==> src/rtl/multicycle_sequencer_pkg.sv <==
// Shared definitions for the multicycle control sequencer and its datapath:
// state encoding, next-PC selects, opcodes, memory access codes, decode helpers.
package multicycle_sequencer_pkg;

  typedef enum logic [2:0] {
    S_BOOT      = 3'd0,
    S_FETCH     = 3'd1,
    S_DECODE    = 3'd2,
    S_EXECUTE   = 3'd3,
    S_MEMORY    = 3'd4,
    S_WRITEBACK = 3'd5,
    S_TRAP      = 3'd6
  } state_t;

  localparam logic [1:0] PCSEL_SEQ  = 2'd0;
  localparam logic [1:0] PCSEL_JAL  = 2'd1;
  localparam logic [1:0] PCSEL_JALR = 2'd2;
  localparam logic [1:0] PCSEL_BR   = 2'd3;

  localparam logic [6:0] OP_LUI    = 7'b0110111;
  localparam logic [6:0] OP_AUIPC  = 7'b0010111;
  localparam logic [6:0] OP_JAL    = 7'b1101111;
  localparam logic [6:0] OP_JALR   = 7'b1100111;
  localparam logic [6:0] OP_BRANCH = 7'b1100011;
  localparam logic [6:0] OP_LOAD   = 7'b0000011;
  localparam logic [6:0] OP_STORE  = 7'b0100011;
  localparam logic [6:0] OP_IMM    = 7'b0010011;
  localparam logic [6:0] OP_REG    = 7'b0110011;

  localparam logic [2:0] MT_B  = 3'b000;
  localparam logic [2:0] MT_H  = 3'b001;
  localparam logic [2:0] MT_W  = 3'b010;
  localparam logic [2:0] MT_BU = 3'b100;
  localparam logic [2:0] MT_HU = 3'b110;

  function automatic logic inst_legal(input logic [9:0] inst);
    logic [2:0] f3;
    f3 = inst[9:7];
    case (inst[6:0])
      OP_LOAD:  return (f3 == 3'b000) || (f3 == 3'b001) || (f3 == 3'b010) ||
                       (f3 == 3'b100) || (f3 == 3'b101);
      OP_STORE: return (f3 == 3'b000) || (f3 == 3'b001) || (f3 == 3'b010);
      OP_LUI, OP_AUIPC, OP_JAL, OP_JALR, OP_BRANCH, OP_IMM, OP_REG: return 1'b1;
      default:  return 1'b0;
    endcase
  endfunction

  // Only called for legal loads/stores; LHU is the one funct3 that is remapped.
  function automatic logic [2:0] mem_type_of(input logic [9:0] inst);
    case (inst[9:7])
      3'b000:  return MT_B;
      3'b001:  return MT_H;
      3'b100:  return MT_BU;
      3'b101:  return MT_HU;
      default: return MT_W;
    endcase
  endfunction

endpackage

==> src/rtl/multicycle_sequencer_mem_watchdog.sv <==
// Wait-cycle counter for one memory request; flags the cycle in which the
// TIMEOUT-th consecutive wait cycle occurs without a ready.
module mem_watchdog #(
  parameter int TIMEOUT = 255
) (
  input  logic CLK,
  input  logic RSTN,
  input  logic clear,
  input  logic count,
  input  logic ready,
  output logic expired
);

  localparam logic [7:0] LAST = 8'(TIMEOUT - 1);

  logic [7:0] cnt;

  always_ff @(posedge CLK or negedge RSTN) begin
    if (!RSTN)                cnt <= 8'd0;
    else if (clear)           cnt <= 8'd0;
    else if (count && !ready) cnt <= cnt + 8'd1;
  end

  // A ready in the final allowed cycle still completes the request.
  assign expired = count && !ready && (cnt == LAST);

endmodule

==> src/rtl/multicycle_sequencer.sv <==
// Control FSM for a multicycle RV32 core: fetch/decode/execute/memory/writeback
// sequencing with illegal-instruction and memory-timeout traps.
module multicycle_sequencer
  import multicycle_sequencer_pkg::*;
#(
  parameter int TIMEOUT = 255
) (
  input  logic       CLK,
  input  logic       RSTN,
  input  logic [9:0] INST,
  input  logic       MEM_READY,
  input  logic       BRANCH_TAKEN,
  output logic       MEM_REQ,
  output logic       MEM_IS_FETCH,
  output logic       write_enable,
  output logic [2:0] mem_type,
  output logic       IR_WRITE,
  output logic       PC_WRITE,
  output logic [1:0] PC_SEL,
  output logic       Reg_WRITE,
  output logic       RETIRE,
  output logic       ILLEGAL,
  output logic       TIMED_OUT,
  output logic [2:0] STATE
);

  state_t state, nxt;
  logic   timed_out_q;
  logic   expired, wd_clear, wd_count;
  logic   is_load, is_store;

  assign is_load  = (INST[6:0] == OP_LOAD);
  assign is_store = (INST[6:0] == OP_STORE);

  always_ff @(posedge CLK or negedge RSTN) begin
    if (!RSTN) begin
      state       <= S_BOOT;
      timed_out_q <= 1'b0;
    end else begin
      state <= nxt;
      if (expired) timed_out_q <= 1'b1;
    end
  end

  always_comb begin
    nxt          = state;
    MEM_REQ      = 1'b0;
    MEM_IS_FETCH = 1'b0;
    write_enable = 1'b0;
    mem_type     = 3'b000;
    IR_WRITE     = 1'b0;
    PC_WRITE     = 1'b0;
    PC_SEL       = PCSEL_SEQ;
    Reg_WRITE    = 1'b0;
    RETIRE       = 1'b0;
    ILLEGAL      = 1'b0;
    case (state)
      S_BOOT: nxt = S_FETCH;
      S_FETCH: begin
        MEM_REQ      = 1'b1;
        MEM_IS_FETCH = 1'b1;
        mem_type     = MT_W;
        if (MEM_READY) begin
          IR_WRITE = 1'b1;
          nxt      = S_DECODE;
        end else if (expired) begin
          nxt = S_TRAP;
        end
      end
      S_DECODE: nxt = inst_legal(INST) ? S_EXECUTE : S_TRAP;
      S_EXECUTE: begin
        if (is_load || is_store) begin
          nxt = S_MEMORY;
        end else if (INST[6:0] == OP_BRANCH) begin
          PC_WRITE = 1'b1;
          RETIRE   = 1'b1;
          PC_SEL   = BRANCH_TAKEN ? PCSEL_BR : PCSEL_SEQ;
          nxt      = S_FETCH;
        end else begin
          nxt = S_WRITEBACK;
        end
      end
      S_MEMORY: begin
        MEM_REQ      = 1'b1;
        write_enable = is_store;
        mem_type     = mem_type_of(INST);
        if (MEM_READY) begin
          if (is_store) begin
            PC_WRITE = 1'b1;
            RETIRE   = 1'b1;
            nxt      = S_FETCH;
          end else begin
            nxt = S_WRITEBACK;
          end
        end else if (expired) begin
          nxt = S_TRAP;
        end
      end
      S_WRITEBACK: begin
        Reg_WRITE = 1'b1;
        PC_WRITE  = 1'b1;
        RETIRE    = 1'b1;
        if (INST[6:0] == OP_JAL)       PC_SEL = PCSEL_JAL;
        else if (INST[6:0] == OP_JALR) PC_SEL = PCSEL_JALR;
        nxt = S_FETCH;
      end
      S_TRAP:  ILLEGAL = 1'b1;
      default: nxt = S_TRAP;
    endcase
  end

  assign TIMED_OUT = timed_out_q;
  assign STATE     = state;

  // The counter restarts only on a fresh entry into a request state.
  assign wd_count = MEM_REQ;
  assign wd_clear = ((nxt == S_FETCH) || (nxt == S_MEMORY)) && (nxt != state);

  mem_watchdog #(.TIMEOUT(TIMEOUT)) u_wd (
    .CLK     (CLK),
    .RSTN    (RSTN),
    .clear   (wd_clear),
    .count   (wd_count),
    .ready   (MEM_READY),
    .expired (expired)
  );

endmodule
==> config.mk <==
export PLATFORM = sky130hd
export DESIGN_NAME = multicycle_sequencer
export DESIGN_NICKNAME = d
export VERILOG_FILES = /design/src/rtl/multicycle_sequencer_pkg.sv /design/src/rtl/multicycle_sequencer_mem_watchdog.sv /design/src/rtl/multicycle_sequencer.sv
export SDC_FILE = /design/constraint.sdc
export NUM_CORES = 1
export LEC_CHECK = 0
export CORE_MARGIN = 1.5
export CORE_UTILIZATION = 44
export DETAILED_ROUTE_END_ITERATION = 7
export GPL_ROUTABILITY_DRIVEN = 1
export PLACE_DENSITY_LB_ADDON = 0.3
export RECOVER_POWER = 50
export SLEW_MARGIN = 20
export SYNTH_ARGS = -nofsm -noshare
export SYNTH_HDL_FRONTEND = slang
export SYNTH_SLANG_ARGS = --single-unit
export TNS_END_PERCENT = 5
==> constraint.sdc <==
create_clock -name CLK -period 4.5 [get_ports CLK]
set_clock_uncertainty 0.1 [all_clocks]
set_input_delay 0.45 -clock CLK [delete_from_list [all_inputs] [get_ports CLK]]
set_output_delay 0.45 -clock CLK [all_outputs]
set_load 0.01 [all_outputs]
Word level (Yosys, flattened, before mapping)
Cells that the tools add are included. W data, S select, Z words.

Flip-flop bits (word level): 12. Bits in latches: 0. RAM bits: 0. ROM bits: 0. Bits of input ports: 14. Output and inout port bits: 17. Memories kept: 0.

Add/sub/neg operators: 1. $mul: 0. Divide/modulo/power cells: 0. $lt $le $gt $ge: 0. Eq/ne operators: 23. Shift operators: 0. Mux-type cells: 32. Bitwise operators: 0. Reduce and logical (&&, ||, !) cells: 16.

Operator list (count): $eq A7 B6 Y1 const B (3); $eq A7 B7 Y1 const B (3); $mux W3 (7); $eq A3 B3 Y1 const B (6); $pmux W3 S6 (1); $mux W8 (2); $eq A7 B5 Y1 const B (2); $mux W1 (12); $pmux W3 S4 (1); $mux W2 (5); $eq A3 B1 Y1 const B (3); $eq A3 B2 Y1 const B (3); $add A8 B1 Y8 const B (1); $eq A8 B8 Y1 const B (1); $eq A7 B2 Y1 const B (1); $reduce_or A7 Y1 (1); $logic_not A3 Y1 (2); $logic_or A1 B1 Y1 (6); $pmux W1 S3 (2); $pmux W3 S2 (1); $pmux W2 S2 (1); $reduce_or A2 Y1 (2); $logic_and A1 B1 Y1 (3); $ne A3 B3 Y1 (1); 2 further kinds (2).

Logic depth before layout (Yosys ltp)
Gate-level depths: netlist of the first run.

Depth in word-level cells: 13. Mapped depth: 7.

Hierarchy
Synthesis of the first run repeated with hierarchy kept, for this count alone.

Cells, all modules: 111. Area, all modules: 907.1 um^2.

By module, submodules not included: multicycle_sequencer (instances 1, cells an instance 67, area each 461.7 um^2); mem_watchdog (instances 1, cells an instance 44, area each 445.4 um^2).

Worst setup path after synthesis of the first run
Ideal clock, no wire load.

Path type: input -> output. Start: in INST[2]. End: out write_enable. Arrival: 1.704 ns. Data required time: 3.950 ns. Slack: 2.246 ns. Stages: 4. Cells stage by stage: or2_1 > buf_2 > or4_4 > nor4b_1.

Longest elaborated chain between the ends: 2.

Ends and longest elaborated chain: start: declaration (RTL line multicycle_sequencer.sv:10) `input logic [9:0] INST,`; $eq A7 B6 Y1 (RTL line multicycle_sequencer.sv:33) `assign is_store = (INST[6:0] == OP_STORE);`; $mux W1 (RTL line multicycle_sequencer.sv:57) `case (state)`; end: declaration (RTL line multicycle_sequencer.sv:15) `output logic write_enable,`.

No other way between the ends.

Worst setup path after layout of the first run
Same ends and word-level chain as after synthesis.

==> results_dict.tcl, run 1 <==
set metrics [dict create \
    status "completed" \
    setup_viol 0 \
    num_vias 982 \
    postLayoutCoreUtil_pct 60.27 \
    grt_first_pass_wirelength_microns 4160 \
    drc 0 \
    start_kind "input pin" \
    critPathCaptureType "primary output" \
    fmax_mhz 311.7 \
    area_growth_pct 31.61 \
    ant_nets 0 \
    worst_pin_slew_ns 1.184 \
    cts_tree "done" \
    gp_congestion 0.8811 \
    dieArea_sq_um 2552 \
    htree_levels 1 \
    finalNetCount 159 \
    cts_root_buf "clkbuf_4" \
    drv_cap 0 \
    drive_above_1_share_pct 9.155 \
    cts.repair.resized 0 \
    synth_nets 131 \
    insertion_delay_ns 0.27 \
    placementRows 17 \
    viasPerCell 5.776 \
    ys_types 50 \
    ir_worst_vdd_mv 0.2084 \
    port_buffers 30 \
    die_height_microns 50.52 \
    diodes 0 \
    cts_setup_buffers 0 \
    post-route-period-util_pct 71.30 \
    finalMaxSlewViolations 0 \
    synth-edff-count 0 \
    dr.pass1.iters 4 \
    synth_seq_cells 12 \
    netlist_area_sq_um 993.5 \
    first_iter_violations 12 \
    cts_buffers 3 \
    drt-total-wl_microns 2422 \
    cts_sinks 12 \
    synth-main-ff-cell "dfrtp_1" \
    fp.coreArea_sq_um 2170 \
    grt_pass1_vias 950 \
    critPathMaxFanout 7 \
    hold_class "reg -> reg" \
    p_per_area_nw_per_um2 208.4 \
    path_clk_slew_ns 0.08 \
    relSlewSlack_pct 20.59 \
    antenna_found_initial 0 \
    ys_warn_count 0 \
    crit_arrival_ns 2.66 \
    clockBufferDepth 2 \
    syn_inst 115 \
    timing.setup.tns_ns 0 \
    final_common_cell "clkdlybuf4s50_1" \
    async_flop_share_pct 100.0 \
    synth_area_per_cell_sq_um 8.639 \
    wl_per_cell_microns 14.25 \
    dp_hpwl_microns 1859 \
    grt_start_max_net_pins 20 \
    ys_seq_area_share_pct 30.23 \
    cts_hold_buf 0 \
    grtUsageTotal_pct 21.08 \
    hold_viol_final 0 \
    cp_data_required_time_ns 3.95 \
    post-route-min-period_ns 3.208 \
    rsz0062_at_grt "no" \
    grt.overflow.total 0 \
    p_leak_nw 0.4882 \
    final_cell_mix "25 x clkdlybuf4s50_1, 17 x nor2_1, 12 x dfrtp_1" \
    die_x_microns 50.52 \
    criticalPathCategory "in -> out" \
    pin_count 31 \
    start_util_pct 45.79 \
]
## kinds of logic after synthesis
| group | after synthesis | synth area share (%) |
|---|---|---|
| compound gates | 26 | 21.92 |
| xor+xnor | 6 | 5.290 |
| fa+ha+maj | 2 | 2.518 |
| buf+inv | 9 | 4.912 |
| flops | 12 | 30.23 |
| simple gates | 60 | 35.14 |
## per-stage QoR
step	std cells	hold slack (ns)	total power, mW	worst slack, ns	cell area, sq um
floorplan	115	0.05441	0.1634	2.246	993.5
CTS	170	0.3869	0.2748	1.283	1324
finish	170	0.3706	0.2725	1.292	1308
detailed placement	166	0.3692	0.1895	1.300	1287
global route	170	0.4042	0.2916	1.166	1308
global placement	166	0.3529	0.1874	1.342	1287
## state kept, by name, indices dropped and copies added (netlist names)
| signal | count |
|---|---|
| u_wd.cnt | 8 |
| STATE | 3 |
| TIMED_OUT | 1 |
## layer usage
metal	global-route usage, %	vias up	routed length [microns]
met2	37.06	26	1208
met4	7.658	0	38
met3	3.869	6	139
met1	25.52	471	1035
met5	0	-	0
li1	-	479	-
## Yosys cell counts (3+ instances only)
cell type | number | area, sq um
xor2_1 | 5 | 43.79
nand2_1 | 9 | 33.78
nor3_1 | 4 | 20.02
buf_2 | 3 | 15.01
dfrtp_1 | 12 | 300.3
a31oi_1 | 3 | 18.77
a21oi_1 | 6 | 30.03
nand2b_1 | 3 | 18.77
nand4_1 | 3 | 18.77
nor2_1 | 17 | 63.81
## final timing paths
kind / start / end / slack (ns) / cells past startpoint
max: INST[2] / write_enable / 1.29 / 5
min: TIMED_OUT / TIMED_OUT / 0.37 / 1
max reg2reg: STATE[0] / u_wd.cnt[7] / 1.90 / 5
min reg2reg: TIMED_OUT / TIMED_OUT / 0.37 / 1
max in group asynchronous: RSTN / u_wd.cnt[5] / 3.46 / 1
min in group asynchronous: RSTN / u_wd.cnt[2] / 0.49 / 1
## power breakdown
part / internal, mW / switching, mW
logic: 0.0265 / 0.0240
clock network: 0.0492 / 0.0364
registers: 0.118 / 0.0183
total: 0.194 / 0.0788
## layout make-up
cell class / count / area [sq um]
tap: 28 / 35.03
sequential: 12 / 300.3
inverter: 2 / 7.507
clock buffer: 4 / 36.28
timing repair buffer: 30 / 300.3
fill: 203 / 862.1
multi-input combinational: 94 / 628.1
## critical path: stages
cell and delay [ns]:
clkdlybuf4s50_1 0.51, or2_1 0.36, or4_4 0.48, nor4b_1 0.27
clkdlybuf4s50_1 0.59
No activity file was read; power rests on OpenSTA's default activity.
==> inputs of run 2 (changes only) <==
Clock period 4.5 ns to 3.3 ns, I/O delays scaled along.
==> run 2 against run 1 <==
  * Sequential share of layout area down 0.20 points
  * First-iteration DRC count is 25% higher
  * Routed wire length shrank 0.37%
  * Clock power increased by 34%
  * Final cell count grew 0.59%
  * Die area stayed put
  * Critical path type unchanged
  * Critical endpoint unchanged
  * Highest routed layer unchanged
==> results_dict.tcl, run 2 (synthesis results as in run 1) <==
set metrics [dict create \
    cts_buffers 3 \
    grt_pass1_vias 964 \
    die_x_microns 50.52 \
    die_height_microns 50.52 \
    final_cell_mix "24 x clkdlybuf4s50_1, 17 x nor2_1, 12 x dfrtp_1" \
    criticalPathCategory "in -> out" \
    drv_cap 0 \
    timing.setup.tns_ns 0 \
    port_buffers 30 \
    grtUsageTotal_pct 20.97 \
    crit_slowest_cell "clkdlybuf4s50_1" \
    cts_setup_buffers 0 \
    finalMaxSlewViolations 0 \
    fin_area_sq_um 1319 \
    place_area_sq_um 1295 \
    grt.overflow.total 0 \
    instances_no_fill 171 \
    p_leak_nw 0.4893 \
    viasPerCell 5.708 \
    status "completed" \
    pin_count 31 \
    cts_tree "done" \
    start_kind "input pin" \
    dp_hpwl_microns 1839 \
    ant_nets 0 \
    worst_pin_slew_ns 1.228 \
    fp.coreArea_sq_um 2170 \
    htree_levels 1 \
    crit_start "INST[2]" \
    cp_data_required_time_ns 2.87 \
    dieArea_sq_um 2552 \
    placementRows 17 \
    antenna_found_initial 0 \
    final_common_cell "clkdlybuf4s50_1" \
    cpMostUsedCell "clkdlybuf4s50_1" \
    path_clk_slew_ns 0.08 \
    crit_arrival_ns 2.52 \
    first_iter_violations 15 \
    num_vias 976 \
    cts_sinks 12 \
    largest_reg_flops 8 \
    critPathMaxFanout 7 \
    clockBufferDepth 2 \
    crit-reg2reg-capture "u_wd.cnt[7]" \
    ir_worst_vdd_mv 0.2703 \
    drive_above_1_share_pct 10.49 \
    post-route-min-period_ns 2.952 \
    hold_class "in -> async" \
    drc 0 \
    hold_viol_final 0 \
    finalNetCount 160 \
    area_growth_pct 32.75 \
    grt_start_max_net_pins 15 \
    post-route-period-util_pct 89.45 \
    drt-total-wl_microns 2413 \
    gp_congestion 0.8960 \
    rsz0062_at_grt "no" \
    reg2reg_setup_slack_ns 0.68 \
    worst_path_largest_cell_delay_ns 0.58 \
    cts.repair.resized 0 \
    post-place-cells 167 \
    cts_root_buf "clkbuf_4" \
    p_per_area_nw_per_um2 281.9 \
    relSlewSlack_pct 17.65 \
    grt_first_pass_wirelength_microns 4153 \
    cts_hold_buf 0 \
    insertion_delay_ns 0.27 \
    regMostFlops "u_wd.cnt" \
    wl_per_cell_microns 14.11 \
    setup_viol 0 \
    dr.pass1.iters 4 \
    diodes 0 \
    reg2reg_from "STATE[0]" \
    crit_chain "clkdlybuf4s50_1 > or2_1 > or4_4 > nor4b_1 > clkdlybuf4s50_1" \
    r2r_cells 5 \
    fill_cells 207 \
    start_util_pct 45.79 \
    critPathCaptureType "primary output" \
    fmax_mhz 338.8 \
]
==> run 2: worst max path at each step <==
stage / cells past startpoint / endpoint / slack (ns)
floorplan: 4 / write_enable / 1.29
global placement: 5 / write_enable / 0.38
detailed placement: 5 / write_enable / 0.36
CTS: 5 / write_enable / 0.36
global route: 5 / write_enable / 0.24
finish: 5 / write_enable / 0.35
==> run 2: final cells by class <==
class	instances	area (sq um)	area share (%)
tap	28	35.03	2.657
clock buffer	4	36.28	2.751
sequential	12	300.3	22.77
inverter	2	7.507	0.5693
timing repair buffer	31	307.8	23.34
multi-input combinational	94	631.9	47.91
==> run 2: worst max-delay path, delay by kind of cell <==
family / cells / cell delay (ns)
and+or+nand+nor: 3 / 1.10
buffers and inverters: 2 / 1.09
==> run 2: power breakdown <==
group	switching, mW	internal, mW	leakage [nW]	total [mW]
sequential	0.0252	0.161	0.155	0.186
clock	0.0483	0.0671	0.0210	0.115
combinational	0.0338	0.0364	0.313	0.0702
==> run 2: layer usage <==
layer  routed length, microns  global-route usage, %  vias up
met3                      111                  1.786        3
met4                       32                  9.459        0
li1                         -                      -      479
met2                     1229                  36.84       24
met5                        0                      0        -
met1                     1039                  25.94      470
==> run 2: per-stage QoR <==
step | hold WS, ns | power, mW | util (%) | setup WS, ns
floorplan | -0.06559 | 0.2228 | - | 1.286
global placement | 0.3531 | 0.2552 | 59.69 | 0.3795
detailed placement | 0.3610 | 0.2591 | 59.69 | 0.3636
CTS | 0.3161 | 0.3771 | 61.36 | 0.3568
global route | 0.4008 | 0.3977 | 60.78 | 0.2381
finish | 0.3659 | 0.3717 | 60.78 | 0.3482
